[config.mk]
export PLATFORM = sky130hd
export DESIGN_NAME = evm_ballot_unit
export DESIGN_NICKNAME = d
export VERILOG_FILES = /design/src/rtl/evm_ballot_unit.sv
export SDC_FILE = /design/constraint.sdc
export NUM_CORES = 1
export LEC_CHECK = 0
export ABC_AREA = 0
export CORE_MARGIN = 5
export CORE_UTILIZATION = 49
export DETAILED_ROUTE_END_ITERATION = 6
export PLACE_DENSITY = 0.74
export SYNTH_ARGS = -nofsm -noshare
export SYNTH_HDL_FRONTEND = slang
export SYNTH_SLANG_ARGS = --single-unit
[constraint.sdc]
create_clock -name clk -period 2.5 [get_ports clk]
set_clock_uncertainty 0.15 [all_clocks]
set_input_delay 0.25 -clock clk [delete_from_list [all_inputs] [get_ports clk]]
set_output_delay 0.25 -clock clk [all_outputs]
set_load 0.02 [all_outputs]
[src/rtl/evm_ballot_unit.sv]
// evm_ballot_unit: synchronises and debounces voter/officer buttons and drives the evm ballot handshake.
// Build option: define VOTER_TIMEOUT_EN to add the voter_timeout alarm output and TIMEOUT_CYCLES parameter.
module evm_ballot_unit #(
  parameter int unsigned DEBOUNCE_CYCLES = 4,
  parameter int unsigned WIDTH           = 7
`ifdef VOTER_TIMEOUT_EN
  ,
  parameter int unsigned TIMEOUT_CYCLES  = 255
`endif
) (
  input  logic             clk,
  input  logic             rst,
  input  logic             switch_on_evm,
  input  logic             btn_c1,
  input  logic             btn_c2,
  input  logic             btn_c3,
  input  logic             btn_issue,
  input  logic             btn_close,
  input  logic             voting_in_progress,
  output logic             candidate_ready,
  output logic             vote_candidate_1,
  output logic             vote_candidate_2,
  output logic             vote_candidate_3,
  output logic             voting_session_done,
  output logic             ballot_lamp,
  output logic             multi_press_err,
  output logic [WIDTH-1:0] ballots_cast
`ifdef VOTER_TIMEOUT_EN
  ,
  output logic             voter_timeout
`endif
);

  localparam int unsigned NBTN      = 5;
  localparam int unsigned BTN_ISSUE = 3;
  localparam int unsigned BTN_CLOSE = 4;
  localparam int unsigned DCW       = (DEBOUNCE_CYCLES > 2) ? $clog2(DEBOUNCE_CYCLES) : 1;

  typedef enum logic [2:0] {
    S_IDLE,
    S_READY,
    S_ISSUE,
    S_ARMED,
    S_CAST,
    S_RELEASE,
    S_CLOSED
  } state_e;

  logic [NBTN-1:0]           raw;
  logic [NBTN-1:0]           sync1_q;
  logic [NBTN-1:0]           sync2_q;
  logic [NBTN-1:0]           db_q;
  logic [NBTN-1:0]           db_prev_q;
  logic [NBTN-1:0][DCW-1:0]  dcnt_q;
  logic [NBTN-1:0]           press;
  logic [2:0]                voter_db;
  logic [2:0]                voter_press;
  logic                      multi_c;
  logic                      vip_gate;

  state_e state_q, state_d;
  logic   err_ret_q, err_ret_d;
  logic   vip_seen_q, vip_seen_d;

  assign raw         = {btn_close, btn_issue, btn_c3, btn_c2, btn_c1};
  assign press       = db_q & ~db_prev_q;
  assign voter_db    = db_q[2:0];
  assign voter_press = press[2:0];
  assign multi_c     = (voter_db[0] & voter_db[1]) | (voter_db[0] & voter_db[2]) |
                       (voter_db[1] & voter_db[2]);
  assign vip_gate    = vip_seen_q | voting_in_progress;

  // Two-flop synchroniser followed by a consecutive-disagreement debounce counter per button
  always_ff @(posedge clk or negedge rst) begin
    if (!rst) begin
      sync1_q   <= '0;
      sync2_q   <= '0;
      db_q      <= '0;
      db_prev_q <= '0;
      dcnt_q    <= '0;
    end else begin
      sync1_q   <= raw;
      sync2_q   <= sync1_q;
      db_prev_q <= db_q;
      for (int i = 0; i < int'(NBTN); i++) begin
        if (sync2_q[i] == db_q[i]) begin
          dcnt_q[i] <= '0;
        end else if (dcnt_q[i] == DCW'(DEBOUNCE_CYCLES - 1)) begin
          db_q[i]   <= sync2_q[i];
          dcnt_q[i] <= '0;
        end else begin
          dcnt_q[i] <= dcnt_q[i] + DCW'(1);
        end
      end
    end
  end

  // Next-state logic; power-off overrides everything
  always_comb begin
    state_d    = state_q;
    err_ret_d  = err_ret_q;
    vip_seen_d = vip_seen_q;
    if (!switch_on_evm) begin
      state_d    = S_IDLE;
      err_ret_d  = 1'b0;
      vip_seen_d = 1'b0;
    end else begin
      unique case (state_q)
        S_IDLE: state_d = S_READY;
        S_READY: begin
          vip_seen_d = 1'b0;
          err_ret_d  = 1'b0;
          if (press[BTN_ISSUE]) begin
            state_d = S_ISSUE;
          end else if (press[BTN_CLOSE]) begin
            state_d = S_CLOSED;
          end
        end
        S_ISSUE: state_d = S_ARMED;
        S_ARMED: begin
          if (voting_in_progress) begin
            vip_seen_d = 1'b1;
          end
          // A press only counts once the evm has signalled it is waiting for the vote
          if (vip_gate && (|voter_press)) begin
            if (multi_c) begin
              state_d   = S_RELEASE;
              err_ret_d = 1'b1;
            end else begin
              state_d   = S_CAST;
              err_ret_d = 1'b0;
            end
          end
        end
        S_CAST: state_d = S_RELEASE;
        S_RELEASE: begin
          if (voter_db == 3'b000) begin
            state_d = err_ret_q ? S_ARMED : S_READY;
          end
        end
        S_CLOSED: state_d = S_CLOSED;
        default:  state_d = S_IDLE;
      endcase
    end
  end

  // State register and outputs registered from the next state
  always_ff @(posedge clk or negedge rst) begin
    if (!rst) begin
      state_q             <= S_IDLE;
      err_ret_q           <= 1'b0;
      vip_seen_q          <= 1'b0;
      candidate_ready     <= 1'b0;
      vote_candidate_1    <= 1'b0;
      vote_candidate_2    <= 1'b0;
      vote_candidate_3    <= 1'b0;
      voting_session_done <= 1'b0;
      ballot_lamp         <= 1'b0;
      multi_press_err     <= 1'b0;
      ballots_cast        <= '0;
    end else begin
      state_q             <= state_d;
      err_ret_q           <= err_ret_d;
      vip_seen_q          <= vip_seen_d;
      candidate_ready     <= (state_d == S_ISSUE);
      vote_candidate_1    <= (state_d == S_CAST) && voter_db[0];
      vote_candidate_2    <= (state_d == S_CAST) && voter_db[1];
      vote_candidate_3    <= (state_d == S_CAST) && voter_db[2];
      voting_session_done <= (state_d == S_CLOSED);
      ballot_lamp         <= (state_d == S_ARMED);
      multi_press_err     <= (state_q == S_ARMED) && (state_d == S_RELEASE);
      if (!switch_on_evm) begin
        ballots_cast <= '0;
      end else if ((state_d == S_CAST) && (ballots_cast != '1)) begin
        ballots_cast <= ballots_cast + WIDTH'(1);
      end
    end
  end

`ifdef VOTER_TIMEOUT_EN
  localparam int unsigned TCW = $clog2(TIMEOUT_CYCLES + 1);

  logic [TCW-1:0] tmo_cnt_q;

  // Level alarm for a voter idling in ARMED; an officer issue press re-arms the timer
  always_ff @(posedge clk or negedge rst) begin
    if (!rst) begin
      tmo_cnt_q     <= '0;
      voter_timeout <= 1'b0;
    end else if (state_d != S_ARMED) begin
      tmo_cnt_q     <= '0;
      voter_timeout <= 1'b0;
    end else if ((state_q != S_ARMED) || press[BTN_ISSUE]) begin
      tmo_cnt_q     <= '0;
      voter_timeout <= 1'b0;
    end else if (tmo_cnt_q != TCW'(TIMEOUT_CYCLES)) begin
      tmo_cnt_q <= tmo_cnt_q + TCW'(1);
      if ((tmo_cnt_q + TCW'(1)) == TCW'(TIMEOUT_CYCLES)) begin
        voter_timeout <= 1'b1;
      end
    end
  end
`endif

endmodule

==> flow_summary.ini, run 1 <==
[worst_hold_path]
hold_path.class = flop to flop
hold_depth = 0
hold_start = sync1_q[1]

[setup_path]
crit_chain = or2b_4 > or4b_4 > o211a_4 > or4b_4 > or4_1 > a21boi_1
criticalPathCategory = flop to flop
start_kind = flop
worstSetupStartpoint = db_q[3]
r2r_start = db_q[3]
cp_max_fo = 5
critPathArrivalTime_ps = 2660
cpPeakStageDelay_ps = 520
path_buf_inv = 0
r2r_cells = 6
cp_top_family = simple AND/OR/NAND/NOR gates
crit_required_ps = 2580
cp_common_cell = or4b_4
cp-end-kind = flop
cp.depth = 6
slowest_stage = or4b_4

[floorplanning]
rows = 23
num_io_pins = 23
die-area_um2 = 5480
die_x_um = 74.1
die_y_um = 74.1
core-area_um2 = 4000
initial_core_util = 0.503

[route]
ant_nets = 0
viasPerCell = 5.26
drt_wl_total_um = 3620
wl_per_cell_um = 14.1
dr.pass1.iters = 4
drc = 0
via_count = 1346
drtIter0Drc = 62

[logic_synthesis]
seq_area_frac_synth = 0.610
syn-num-nets = 173
synth_top_cell_by_area = dfrtp_1
ys_ff_latch = 49
netlist_area_um2 = 2010
netlist.area_leader.share = 0.610
synth_warnings = 0
yosys-top-cells-area = dfrtp_1, ha_1, mux2_2
synthCells = 158
ys_types = 46
avgSynthCellArea_um2 = 12.7

[finish]
final_cell_mix = dfrtp_1, clkdlybuf4s50_1, buf_4, nand2_1, nor2b_1
final_area_um2 = 2570
final_cells = 256
drive_gt1_frac = 0.228
layout.nets = 220
synthToLayoutAreaGrowth_pct = 28.1
diodes = 0
final_common_cell = dfrtp_1

[place]
gp_congestion = 0.844
dpl.hpwl_um = 2630
placed_cell_area_um2 = 2410
place_inst = 242
io_buffers = 22

[power]
powerDensity_nw_per_um2 = 928
peakVddDrop_uv = 550
cellLeakagePower_uw = 0.00111

[cts]
clock_path_buffers = 2
clkTransAtPathRegs_ps = 80
cts_root_buffer = clkbuf_8
cts_buffers = 5
clock_sink_count = 49
cts_tree = done
htreeDepth = 2
clock_latency_ps = 300

[flow_run]
drv_cap = 0

[global_routing]
grt-ovfl-total = 0
grt_pass1_wl_um = 6600
grt_pass1_vias = 1485
grt_max_degree = 28
grt_usage = 0.157
antenna_found_initial = 0

[outcome]
violations = setup timing
status = finished with violations

[timing]
period_share = 1.03
finalSetupViolCount = 4
fmax_mhz = 388
layout_min_cycle_time_ps = 2580
fin_ws_ps = -76.2
hold_viol = 0
max_slew_margin = 0.416
rsz0062_at_grt = yes
tightestPinTransition_ps = 873
slew_viol_final = 0
-- synth_stat cells (all sizes together) --
library cell	number
o41ai	1
nor4	4
mux2i	4
or4	1
or2b	1
nor3	6
or3	1
nand2	14
and3	1
ha	6
nor2	8
nor2b	9
a2111oi	1
o21a	1
o31a	1
buf	2
o22ai	1
o32ai	1
a21boi	1
o211a	1
nand3	5
nor4b	2
a211oi	1
xnor2	5
o21ai	2
o31ai	1
and4	1
and2	5
clkbuf	2
and2b	2
or4b	3
dfrtp	49
a21oi	2
mux2	5
maj3	1
nand4b	1
nand2b	5
o21bai	1
-- routing by layer --
metal  vias up  wire length (um)  share of wire  GRT usage
li1        650                 -              -          -
met3         8               173          0.048     0.0446
met4         0                72          0.020     0.0604
met5         -                 0              0          0
met2        24              1840           0.51      0.273
met1       664              1530           0.42      0.185
-- stage by stage --
step	utilization	hold WS [ps]	TNS (ps)	power [uW]	setup slack (ps)
after floorplan	-	-196	-90.0	1570	-26.5
after global placement	0.602	88.5	-66.6	1840	-66.6
after detailed placement	0.602	105	-368	1890	-154
after CTS	0.640	204	-453	2390	-151
after global routing	0.644	211	-853	2570	-154
final	0.644	202	-201	2390	-76.2
-- logic make-up (layout without fill, tap and decap cells) --
family | Yosys count | after routing | share of synthesized area
XOR/XNOR | 5 | 5 | 0.0218
adder cells (fa/ha/maj) | 7 | 7 | 0.0423
AND/OR/NAND/NOR | 69 | 69 | 0.213
multiplexers | 9 | 9 | 0.0479
AO/OA/AOI/OAI | 15 | 15 | 0.0542
buffers and inverters | 4 | 52 | 0.0112
flip-flops | 49 | 49 | 0.610
-- final timing paths --
kind	end	slack, ps
worst max-delay path	ballots_cast[0]	-80
worst min-delay path	sync2_q[1]	200
worst max register to register	ballots_cast[0]	-80
worst min register to register	sync2_q[1]	200
max in group asynchronous	db_q[1]	1170
min in group asynchronous	ballots_cast[4]	300
-- state kept, by name, summed over array words and instances, names as in the netlist, 3 cells and up --
| signal | count |
|---|---|
| db_q | 5 |
| db_prev_q | 5 |
| sync2_q | 5 |
| sync1_q | 5 |
| ballots_cast | 7 |
| dcnt_q | 10 |
| state_q | 3 |
-- repair_timing --
item,4_1_cts,5_1_grt
pin swaps,5,4
hold endpoints to repair,22,0
cloned,0,0
hold buffers,1,0
endpoints found under the setup margin,6,8
setup buffers,3,2
resized for setup,6,0
-- cell type report --
class / count / area [um2]
clock buffer: 7 / 76.3
clock inverter: 1 / 7.51
fill: 312 / 1430
multi-input combinational: 105 / 812
sequential: 49 / 1230
tap: 50 / 62.6
timing repair buffer: 44 / 390
-- power breakdown --
group	internal, uW	total, uW	leakage [uW]	switching, uW
combinational	460	856	0.000449	396
clock	198	442	0.0000385	244
sequential	980	1090	0.000627	113
total	1640	2390	0.00111	753
Note: power is estimated with default switching activity, not from simulation.
==> inputs of run 2 (changes only) <==
==> constraint.sdc (replaced) <==
create_clock -name clk -period 2.3 [get_ports clk]
set_clock_uncertainty 0.15 [all_clocks]
set_input_delay 0.23 -clock clk [delete_from_list [all_inputs] [get_ports clk]]
set_output_delay 0.23 -clock clk [all_outputs]
set_load 0.02 [all_outputs]
==> run 2 against run 1 <==
  * The flow still finishes with violations (setup timing)
  * Routed wire length increased by 9.1%
  * Clock power increased by 42%
  * Final area increased by 6.6%
  * Non-clock buffer count increased by 14
  * Clock-buffer cell count unchanged
  * First-iteration DRC count decreased by 15%
  * Register-to-register slack got worse by 210 ps
  * Die area unchanged
  * Core utilization increased by 4.2 points
  * Final cell count increased by 5.5%
  * Total power increased by 22%
  * Critical path type unchanged
  * Critical endpoint unchanged
  * Largest cell class unchanged
  * Highest routed layer unchanged
==> flow_summary.ini, run 2 (synthesized netlist as in run 1, its figures left out) <==
[setup_path]
cp_common_cell = or4b_4
criticalPathCategory = flop to flop
crit_required_ps = 2390
cp-end-kind = flop
slowest_stage = or4b_4
start_kind = flop
worstReg2RegEnd = ballots_cast[0]
cpPeakStageDelay_ps = 530
r2r_start = db_q[3]
rrSetupSlack_ps = -280
crit_chain = or2b_4 > or4b_4 > o211a_4 > or4b_4 > or4_1 > a21boi_1
critPathArrivalTime_ps = 2670
r2r_cells = 6
cp_max_fo = 6

[finish]
drive_gt1_frac = 0.300
largest_reg_flops = 10
final_common_cell = dfrtp_1
reg.largest.list = dcnt_q x10, ballots_cast x7
layout.nets = 234
synthToLayoutAreaGrowth_pct = 36.5
top_register = dcnt_q
post-route-util = 0.686
final_cell_mix = dfrtp_1, buf_4, clkdlybuf4s50_1, nand2_1, nor2b_1
diodes = 0

[cts]
cts_buffers = 5
clock_sink_count = 49
clkTransAtPathRegs_ps = 80
clock_path_buffers = 2
clock_latency_ps = 300
cts_root_buffer = clkbuf_8
cts_tree = done
htreeDepth = 2

[floorplanning]
initial_core_util = 0.503
die_y_um = 74.1
rows = 23
die-area_um2 = 5480
die_x_um = 74.1
num_io_pins = 23
core-area_um2 = 4000

[place]
io_buffers = 22
gp_congestion = 0.871
dpl.hpwl_um = 2850
post-place-ws_ps = -344

[timing]
layout_min_cycle_time_ps = 2580
tightestPinTransition_ps = 957
fmax_mhz = 387
max_slew_margin = 0.360
finalSetupTns_ps = -1750
rsz0062_at_grt = yes
slew_viol_final = 0
fin_ws_ps = -284
finalSetupViolCount = 10
hold_viol = 0
period_share = 1.12

[power]
cellLeakagePower_uw = 0.00121
peakVddDrop_uv = 671
powerDensity_nw_per_um2 = 1060

[route]
wl_per_cell_um = 14.6
drc = 0
dr.pass1.iters = 4
drt_wl_total_um = 3950
via_count = 1434
viasPerCell = 5.31
ant_nets = 0
drtIter0Drc = 53

[global_routing]
grt_pass1_vias = 1490
grt-ovfl-total = 0
grt_usage = 0.160
grt_max_degree = 21
antenna_found_initial = 0
grt_pass1_wl_um = 6600

[worst_hold_path]
hold_start = sync1_q[2]
hold_depth = 0
hold_end = sync2_q[2]
hold_path.class = flop to flop

[outcome]
status = finished with violations
violations = setup timing

[flow_run]
drv_cap = 0
==> run 2: how the worst max path moves through the flow <==
stage / slack (ps) / endpoint / from / cells after the start
final: -280 / ballots_cast[0] / db_q[3] / 6
after global routing: -350 / ballots_cast[2] / db_q[3] / 7
after CTS: -290 / ballots_cast[0] / db_q[3] / 6
after detailed placement: -340 / ballots_cast[1] / db_q[3] / 7
after global placement: -270 / ballots_cast[3] / state_q[2] / 7
after floorplan: -230 / ballots_cast[1] / state_q[2] / 7
==> run 2: routing by layer <==
metal | vias up | track usage | wire [um]
met5 | - | 0 | 0
met4 | 0 | 0.0744 | 115
met3 | 13 | 0.0405 | 155
met2 | 32 | 0.296 | 2080
met1 | 708 | 0.170 | 1600
li1 | 681 | - | -
==> run 2: worst max-delay path, delay by kind of cell (launching register included) <==
| family | cells | cell delay, ps |
|---|---|---|
| flops | 1 | 390 |
| simple gates | 4 | 1670 |
| compound gates | 2 | 310 |
==> run 2: area by class of cell <==
cell class	instances	area [um2]
fillers	285	1260
multi-input cells	105	842
repair buffers	58	495
clock buffers	7	86.3
clock inverters	1	30.0
flip-flops and latches	49	1230
well taps	50	62.6
==> run 2: what timing repair did <==
item	4_1_cts	5_1_grt
setup buffers	5	2
resized for setup	8	5
gates cloned	0	0
hold endpoints to repair	18	0
endpoints found under the setup margin	13	13
pin swaps	1	2
hold buffers	1	0
==> run 2: power breakdown <==
part	switching (uW)	leakage (uW)	internal [uW]	total, uW
sequential	115	0.000626	1070	1180
clock	272	0.0000585	354	626
combinational	501	0.000521	599	1100
==> run 2: stage by stage <==
stage | power [uW] | cells | hold slack (ps) | instance area [um2]
6_report | 2910 | 270 | 203 | 2740
5_1_grt | 3080 | 270 | 196 | 2740
4_1_cts | 2880 | 268 | 203 | 2700
3_5_place_dp | 2180 | 254 | 44.8 | 2500
3_3_place_gp | 2100 | 254 | 38.0 | 2500
2_1_floorplan | 1710 | 158 | -216 | 2030
